==> config.mk <==
export PLATFORM = sky130hd
export DESIGN_NAME = msx_slot_io_bridge
export DESIGN_NICKNAME = d
export VERILOG_FILES = /design/src/rtl/msx_slot_io_bridge.sv
export SDC_FILE = /design/constraint.sdc
export NUM_CORES = 1
export LEC_CHECK = 0
export ABC_AREA = 1
export ABC_CLOCK_PERIOD_IN_PS = 3300
export CAP_MARGIN = 5
export CORE_MARGIN = 2
export CORE_UTILIZATION = 52
export CTS_BUF_LIST = sky130_fd_sc_hd__clkbuf_16
export DETAILED_ROUTE_END_ITERATION = 8
export GPL_ROUTABILITY_DRIVEN = 0
export PLACE_DENSITY = 0.85
export SETUP_SLACK_MARGIN = 0.2
export SLEW_MARGIN = 25
export SYNTH_ARGS = -nofsm -noshare
export SYNTH_HDL_FRONTEND = slang
export SYNTH_SLANG_ARGS = --single-unit
==> constraint.sdc <==
create_clock -name clk -period 3.3 [get_ports clk]
set_clock_uncertainty 0.1 [all_clocks]
set_input_delay 0.66 -clock clk [delete_from_list [all_inputs] [get_ports clk]]
set_output_delay 0.66 -clock clk [all_outputs]
set_load 0.05 [all_outputs]
==> src/rtl/msx_slot_io_bridge.sv <==
`default_nettype none
// ============================================================================
// Module      : msx_slot_io_bridge
// Description : MSX slot I/O window decoder bridging Z80 port accesses onto a
//               valid/ready VDP request bus. Optional CPU wait-state stretching
//               is enabled by defining SLOT_WAIT_EN.
// Revision    : 1.0 - initial release
// ============================================================================
module msx_slot_io_bridge #(
    parameter logic [7:0]  IO_BASE      = 8'h88,
    parameter int unsigned WAIT_TIMEOUT = 255
) (
    input  logic       clk,
    input  logic       reset,
    input  logic       slot_iorq_n,
    input  logic       slot_rd_n,
    input  logic       slot_wr_n,
    input  logic [7:0] slot_a,
    input  logic [7:0] slot_d_in,
    output logic [7:0] slot_d_out,
    output logic       slot_data_dir,
    output logic       slot_wait,
    output logic       bus_valid,
    input  logic       bus_ready,
    output logic       bus_write,
    output logic [1:0] bus_address,
    output logic [7:0] bus_wdata,
    input  logic [7:0] bus_rdata,
    input  logic       bus_rdata_en
);

    typedef enum logic [2:0] {
        S_IDLE     = 3'd0,
        S_WR_REQ   = 3'd1,
        S_RD_REQ   = 3'd2,
        S_RD_WAIT  = 3'd3,
        S_RD_HOLD  = 3'd4,
        S_END_WAIT = 3'd5
    } state_t;

    // Timeout fires on the last permitted cycle so the request is visible for WAIT_TIMEOUT clocks
    localparam logic [9:0] c_tmo_last = 10'(WAIT_TIMEOUT - 1);

    state_t     r_state;
    logic [9:0] r_tmo_cnt;
    logic [1:0] r_iorq_sync;
    logic [1:0] r_rd_sync;
    logic [1:0] r_wr_sync;

    logic w_iorq_n;
    logic w_rd_n;
    logic w_wr_n;
    logic w_hit;
    logic w_start;
    logic w_tmo;
    logic w_busy;

    assign w_iorq_n = r_iorq_sync[1];
    assign w_rd_n   = r_rd_sync[1];
    assign w_wr_n   = r_wr_sync[1];
    assign w_hit    = (slot_a[7:2] == IO_BASE[7:2]);
    assign w_start  = (r_state == S_IDLE) && !w_iorq_n && (!w_wr_n || !w_rd_n) && w_hit;
    assign w_tmo    = (r_tmo_cnt == c_tmo_last);
    assign w_busy   = (r_state == S_WR_REQ) || (r_state == S_RD_REQ) || (r_state == S_RD_WAIT);

    assign slot_data_dir = !w_rd_n &&
        ((r_state == S_RD_REQ) || (r_state == S_RD_WAIT) || (r_state == S_RD_HOLD));

`ifdef SLOT_WAIT_EN
    assign slot_wait = w_start || w_busy;
`else
    assign slot_wait = 1'b0;
`endif

    always_ff @(posedge clk) begin
        if (reset) begin
            r_iorq_sync <= 2'b11;
            r_rd_sync   <= 2'b11;
            r_wr_sync   <= 2'b11;
        end else begin
            r_iorq_sync <= {r_iorq_sync[0], slot_iorq_n};
            r_rd_sync   <= {r_rd_sync[0], slot_rd_n};
            r_wr_sync   <= {r_wr_sync[0], slot_wr_n};
        end
    end

    always_ff @(posedge clk) begin
        if (reset) begin
            r_state     <= S_IDLE;
            r_tmo_cnt   <= '0;
            bus_valid   <= 1'b0;
            bus_write   <= 1'b0;
            bus_address <= 2'd0;
            bus_wdata   <= 8'd0;
            slot_d_out  <= 8'hFF;
        end else begin
            case (r_state)
                S_IDLE: begin
                    if (w_start) begin
                        r_tmo_cnt   <= '0;
                        bus_valid   <= 1'b1;
                        bus_address <= slot_a[1:0];
                        // Both strobes low is treated as a write
                        if (!w_wr_n) begin
                            bus_write <= 1'b1;
                            bus_wdata <= slot_d_in;
                            r_state   <= S_WR_REQ;
                        end else begin
                            bus_write  <= 1'b0;
                            slot_d_out <= 8'hFF;
                            r_state    <= S_RD_REQ;
                        end
                    end
                end
                S_WR_REQ: begin
                    if (bus_ready || w_tmo) begin
                        bus_valid <= 1'b0;
                        r_tmo_cnt <= '0;
                        r_state   <= S_END_WAIT;
                    end else begin
                        r_tmo_cnt <= r_tmo_cnt + 10'd1;
                    end
                end
                S_RD_REQ: begin
                    if (bus_ready) begin
                        bus_valid <= 1'b0;
                        r_tmo_cnt <= '0;
                        if (bus_rdata_en) begin
                            slot_d_out <= bus_rdata;
                            r_state    <= S_RD_HOLD;
                        end else begin
                            r_state <= S_RD_WAIT;
                        end
                    end else if (w_tmo) begin
                        bus_valid  <= 1'b0;
                        r_tmo_cnt  <= '0;
                        slot_d_out <= 8'hFF;
                        r_state    <= S_RD_HOLD;
                    end else begin
                        r_tmo_cnt <= r_tmo_cnt + 10'd1;
                    end
                end
                S_RD_WAIT: begin
                    if (bus_rdata_en) begin
                        slot_d_out <= bus_rdata;
                        r_tmo_cnt  <= '0;
                        r_state    <= S_RD_HOLD;
                    end else if (w_tmo) begin
                        slot_d_out <= 8'hFF;
                        r_tmo_cnt  <= '0;
                        r_state    <= S_RD_HOLD;
                    end else begin
                        r_tmo_cnt <= r_tmo_cnt + 10'd1;
                    end
                end
                S_RD_HOLD, S_END_WAIT: begin
                    // Rearm only once /IORQ has returned high: one request per CPU cycle
                    if (w_iorq_n) begin
                        r_tmo_cnt <= '0;
                        r_state   <= S_IDLE;
                    end
                end
                default: begin
                    r_tmo_cnt <= '0;
                    bus_valid <= 1'b0;
                    r_state   <= S_IDLE;
                end
            endcase
        end
    end

endmodule
`default_nettype wire

==> impl_summary.md <==
Hold path
The min-delay analysis places its worst path in the category reg2reg. Along the worst hold path, the cell count comes to 1. The end of the worst hold path is r_iorq_sync[1]. In this run the most critical hold path is launched from r_iorq_sync[0].

Yosys
The most numerous cell in the Yosys netlist is nand2_1. The synthesized netlist devotes 12.5% of its cell area to compound gates. In the synthesized netlist the dominant register cell turns out to be dfxtp_1. The number of enable-type register cells in the synthesized netlist is 0.

After synthesis the netlist holds a flip-flop and latch count of 39. The mean post-synth cell area is 6.58 um^2. The largest family of logic cells by synthesized area is simple AND/OR/NAND/NOR gates.

For this run, asynchronously set or reset flops after synthesis account for 0%. The simple-gate portion of the synthesized area is 38.4%. The share of the synthesized area in the top cell type is 38.6%.

The share of synthesized cell area in full adder, half adder and majority cells is 1.24%. The fraction of synthesized area in multiplexers is 0%. dfxtp_1 takes more of the synthesized area than any other cell. The synthesized netlist net count is 340.

In this run, distinct cell masters in the synthesized netlist total 27. Ranked by total cell area, the synthesized netlist is headed by dfxtp_1 (39%), nand2_1 (17%), nand3_1 (7.7%), nor2_1 (7.2%), inv_1 (6.9%). The area of the mapped netlist is 0.00202 mm^2. Summing the areas of all xor and xnor instances in the mapped netlist gives 0% of the synthesized area. In the synthesized netlist, the number of instances is 307. The portion of the post-synthesis area used by sequential elements is 38.6%.

Ranked by instance count, the synthesized netlist is headed by nand2_1 (94), dfxtp_1 (39), nor2_1 (39), inv_1 (37), nand3_1 (31). Yosys printed 0 warnings.

Pwr
Dividing total power by cell area gives a power density of 371 mW/mm^2. The portion of total power attributed to combinational logic is 6.4%. The clock power share is 46.1%. Across the VDD grid, the largest voltage drop is 0.000411 V. Internal power comes to 0.791 mW.

The net switching power of the design is 0.212 mW. The cell leakage power is 1.12 nW. The switching share of total power is 21.2%. The share of total power dissipated in sequential elements is 47.5%.

Floorplanning
The die boundary height is 66.3 um. In this run the horizontal extent of the chip is 66.3 um. The boundary pin count is 53. The die covers 0.00440 mm^2.

Once the floorplan was initialized, standard cells occupied 54.8% of the core. In this run the standard cell core region covers 0.00369 mm^2. The floorplan has 22 rows.

Clock network
The longest clock path from root to sink contains 2 buffers. CTS built an H-tree with a depth of 2. After clock tree synthesis, the clock-pin slew on the worst setup and hold paths is 0.06 ns. The root buffer cell chosen for the clock tree is clkbuf_16. The number of hold buffers added after CTS was 0. The clock tree from TritonCTS is done.

The number of buffers inserted by post-CTS setup repair is 0. The source-to-sink clock delay at the later pin of the worst-skew pair is 0.28 ns. The number of gates resized after cts is 0. The TritonCTS buffer count is 5. The total clock sinks is 39.

Finish
The number of fill cells is 315. In the final design database the tool counted 392 nets. Once layout is complete, the cells apart from fillers number 408.

Summing all flip-flop and latch instances after layout gives 781 um^2. 0 antenna diodes ended up in the layout. In the final layout, the multi-input gates occupy 0.00106 mm^2.

The share of final-layout standard cells stronger than drive strength 1 is 8.33%. Compared with the post-synthesis result, the final layout area differs by 33.8%.

STA
The upper clock frequency limit is 359 MHz. Setup repair after global routing left no endpoint under its margin. The final clock period utilization by the worst path is 84.3%. The total negative slack is 0 ns. Headroom to the max-slew limit came out at 59.2%. At the pin with the least slew margin, the transition time is 0.612 ns. The total count of hold-check failures in the final report is 0. After layout, the minimum clock period comes to 2.78 ns. The final max-slew violation count is 0. Setup violations remaining at the end of the flow were counted as 0.

Critical path
The setup path with the least slack is of type reg2out. STA puts the critical path data arrival time at 2.02 ns. The launch point of the worst path is r_state[1]. STA classifies the critical path startpoint as a register. For flop-to-flop paths, the worst setup slack is 1.27 ns. The endpoint identified for the worst register-to-register timing path is r_tmo_cnt[4].

The worst setup path is captured at an output pin. The peak fanout along the critical path is 6. Data on the critical path is required at its endpoint by 2.54 ns. The worst register-to-register path has a depth of 9. The worst register-to-register path begins at r_tmo_cnt[0].

Drt
The number of iterations in the first detailed-routing pass is 4. After detailed routing, the number of vias per cell comes to 5.00. After detailed routing, the number of remaining DRC violations is 0. The number of vias in the routed layout is 2,042. The count of nets left with antenna violations after detail routing is 0. The sum of routed wire length over all layers is 4640 um. The detailed router finished its first iteration with 106 violations. The average wire length per cell after detail routing is 11.4 um.

Placement
The placed wire-length estimate is 3400 um. After detailed placement, the design holds a cell count of 400. Input and output buffers added on the ports amount to 51.

Flow run
The max-cap check violation count is 0.

Global route
The total overflow left after global routing is 0. The via count of the first global-routing pass is 1,838. The overall track demand over capacity in global routing is 22.8%. The maximum number of pins on one net before global-route repair is 21. The first global-routing pass estimated 7800 um of wire. The number of antenna violations at the first check in global routing is 0.

Outcome
The flow ran to the end, and the final reports show no timing, DRC or antenna violations.
[through the flow]
| step | hold slack [ns] | worst slack (ns) | cell area, um^2 | power, mW | utilization [%] |
|---|---|---|---|---|---|
| finish | 0.308 | 0.518 | 2700 | 1.00 | 73.3 |
| global route | 0.322 | 0.432 | 2700 | 1.04 | 73.3 |
| CTS | 0.313 | 0.557 | 2700 | 1.01 | 73.3 |
| detailed placement | 0.297 | 0.683 | 2560 | 0.550 | 69.4 |
| global placement | 0.291 | 0.736 | 2560 | 0.550 | 69.4 |
| floorplan | 0.289 | 1.00 | 2020 | 0.511 | - |
[layout make-up]
cell class | instances | area share [%]
clock buffers | 5 | 4.63
clock inverters | 3 | 0.740
repair buffers | 52 | 19.2
multi-input cells | 223 | 39.1
well taps | 48 | 2.22
inverters | 38 | 5.28
flip-flops and latches | 39 | 28.9
[routing by layer]
metal	vias up	global-route usage (%)	routed length, um
li1	1068	-	-
met1	896	29.1	2040
met2	73	37.3	2220
met3	5	5.79	328
met4	0	7.65	42
met5	-	0	0
[power groups by stage]
stage                     Clock (mW)  Sequential (mW)  Combinational (mW)
after detailed placement           0            0.487              0.0638
after global routing           0.493            0.477              0.0703
final                          0.462            0.476              0.0643
after global placement             0            0.487              0.0638
after CTS                      0.471            0.476              0.0645
after floorplan                    0            0.487              0.0238
[sequential cells by signal (all words and copies together), names as in the netlist]
register	cells
r_iorq_sync	2
bus_write	1
slot_d_out	8
bus_wdata	8
r_state	3
bus_valid	1
r_rd_sync	2
r_wr_sync	2
bus_address	2
r_tmo_cnt	10
[cells in the final DEF (no fill, tap or decap)]
cell type	n
nand2_1	94
clkdlybuf4s50_1	51
nor2_1	39
dfxtp_1	39
inv_1	37
nand3_1	31
a21oi_1	16
o21ai_0	11
or2_2	6
clkbuf_16	5
o21bai_2	4
o21ai_1	4
nand4_1	3
nor2_2	2
nand2_2	2
o21ai_2	2
ha_1	2
clkinvlp_4	2
o21bai_4	1
nand2_4	1
o21ai_4	1
nor3_1	1
inv_2	1
nor3_4	1
nand3b_1	1
conb_1	1
clkinv_2	1
buf_4	1
[worst max-delay path: stages (launching register included)]
cell and delay, ns:
dfxtp_1 0.44, inv_1 0.12, nor2_1 0.20, a21oi_1 0.07
nor2_1 0.11, clkdlybuf4s50_1 0.82
[logic make-up (layout without fill, tap and decap cells)]
kind of cell               Yosys count  count (layout)
AOI/OAI and AO/OA                   39              39
adders and majority gates            2               2
buffers and inverters               45              98
DFF                                 39              39
other                                1               1
and+or+nand+nor                    181             181
[how the worst max path moves through the flow]
stage / cells past startpoint / end / slack, ns
2_1_floorplan: 4 / slot_data_dir / 1.00
3_3_place_gp: 7 / bus_wdata[4] / 0.74
3_5_place_dp: 7 / bus_wdata[0] / 0.68
4_1_cts: 5 / slot_data_dir / 0.56
5_1_grt: 5 / slot_data_dir / 0.43
6_report: 5 / slot_data_dir / 0.52
No activity file was read; power rests on OpenSTA's default activity.
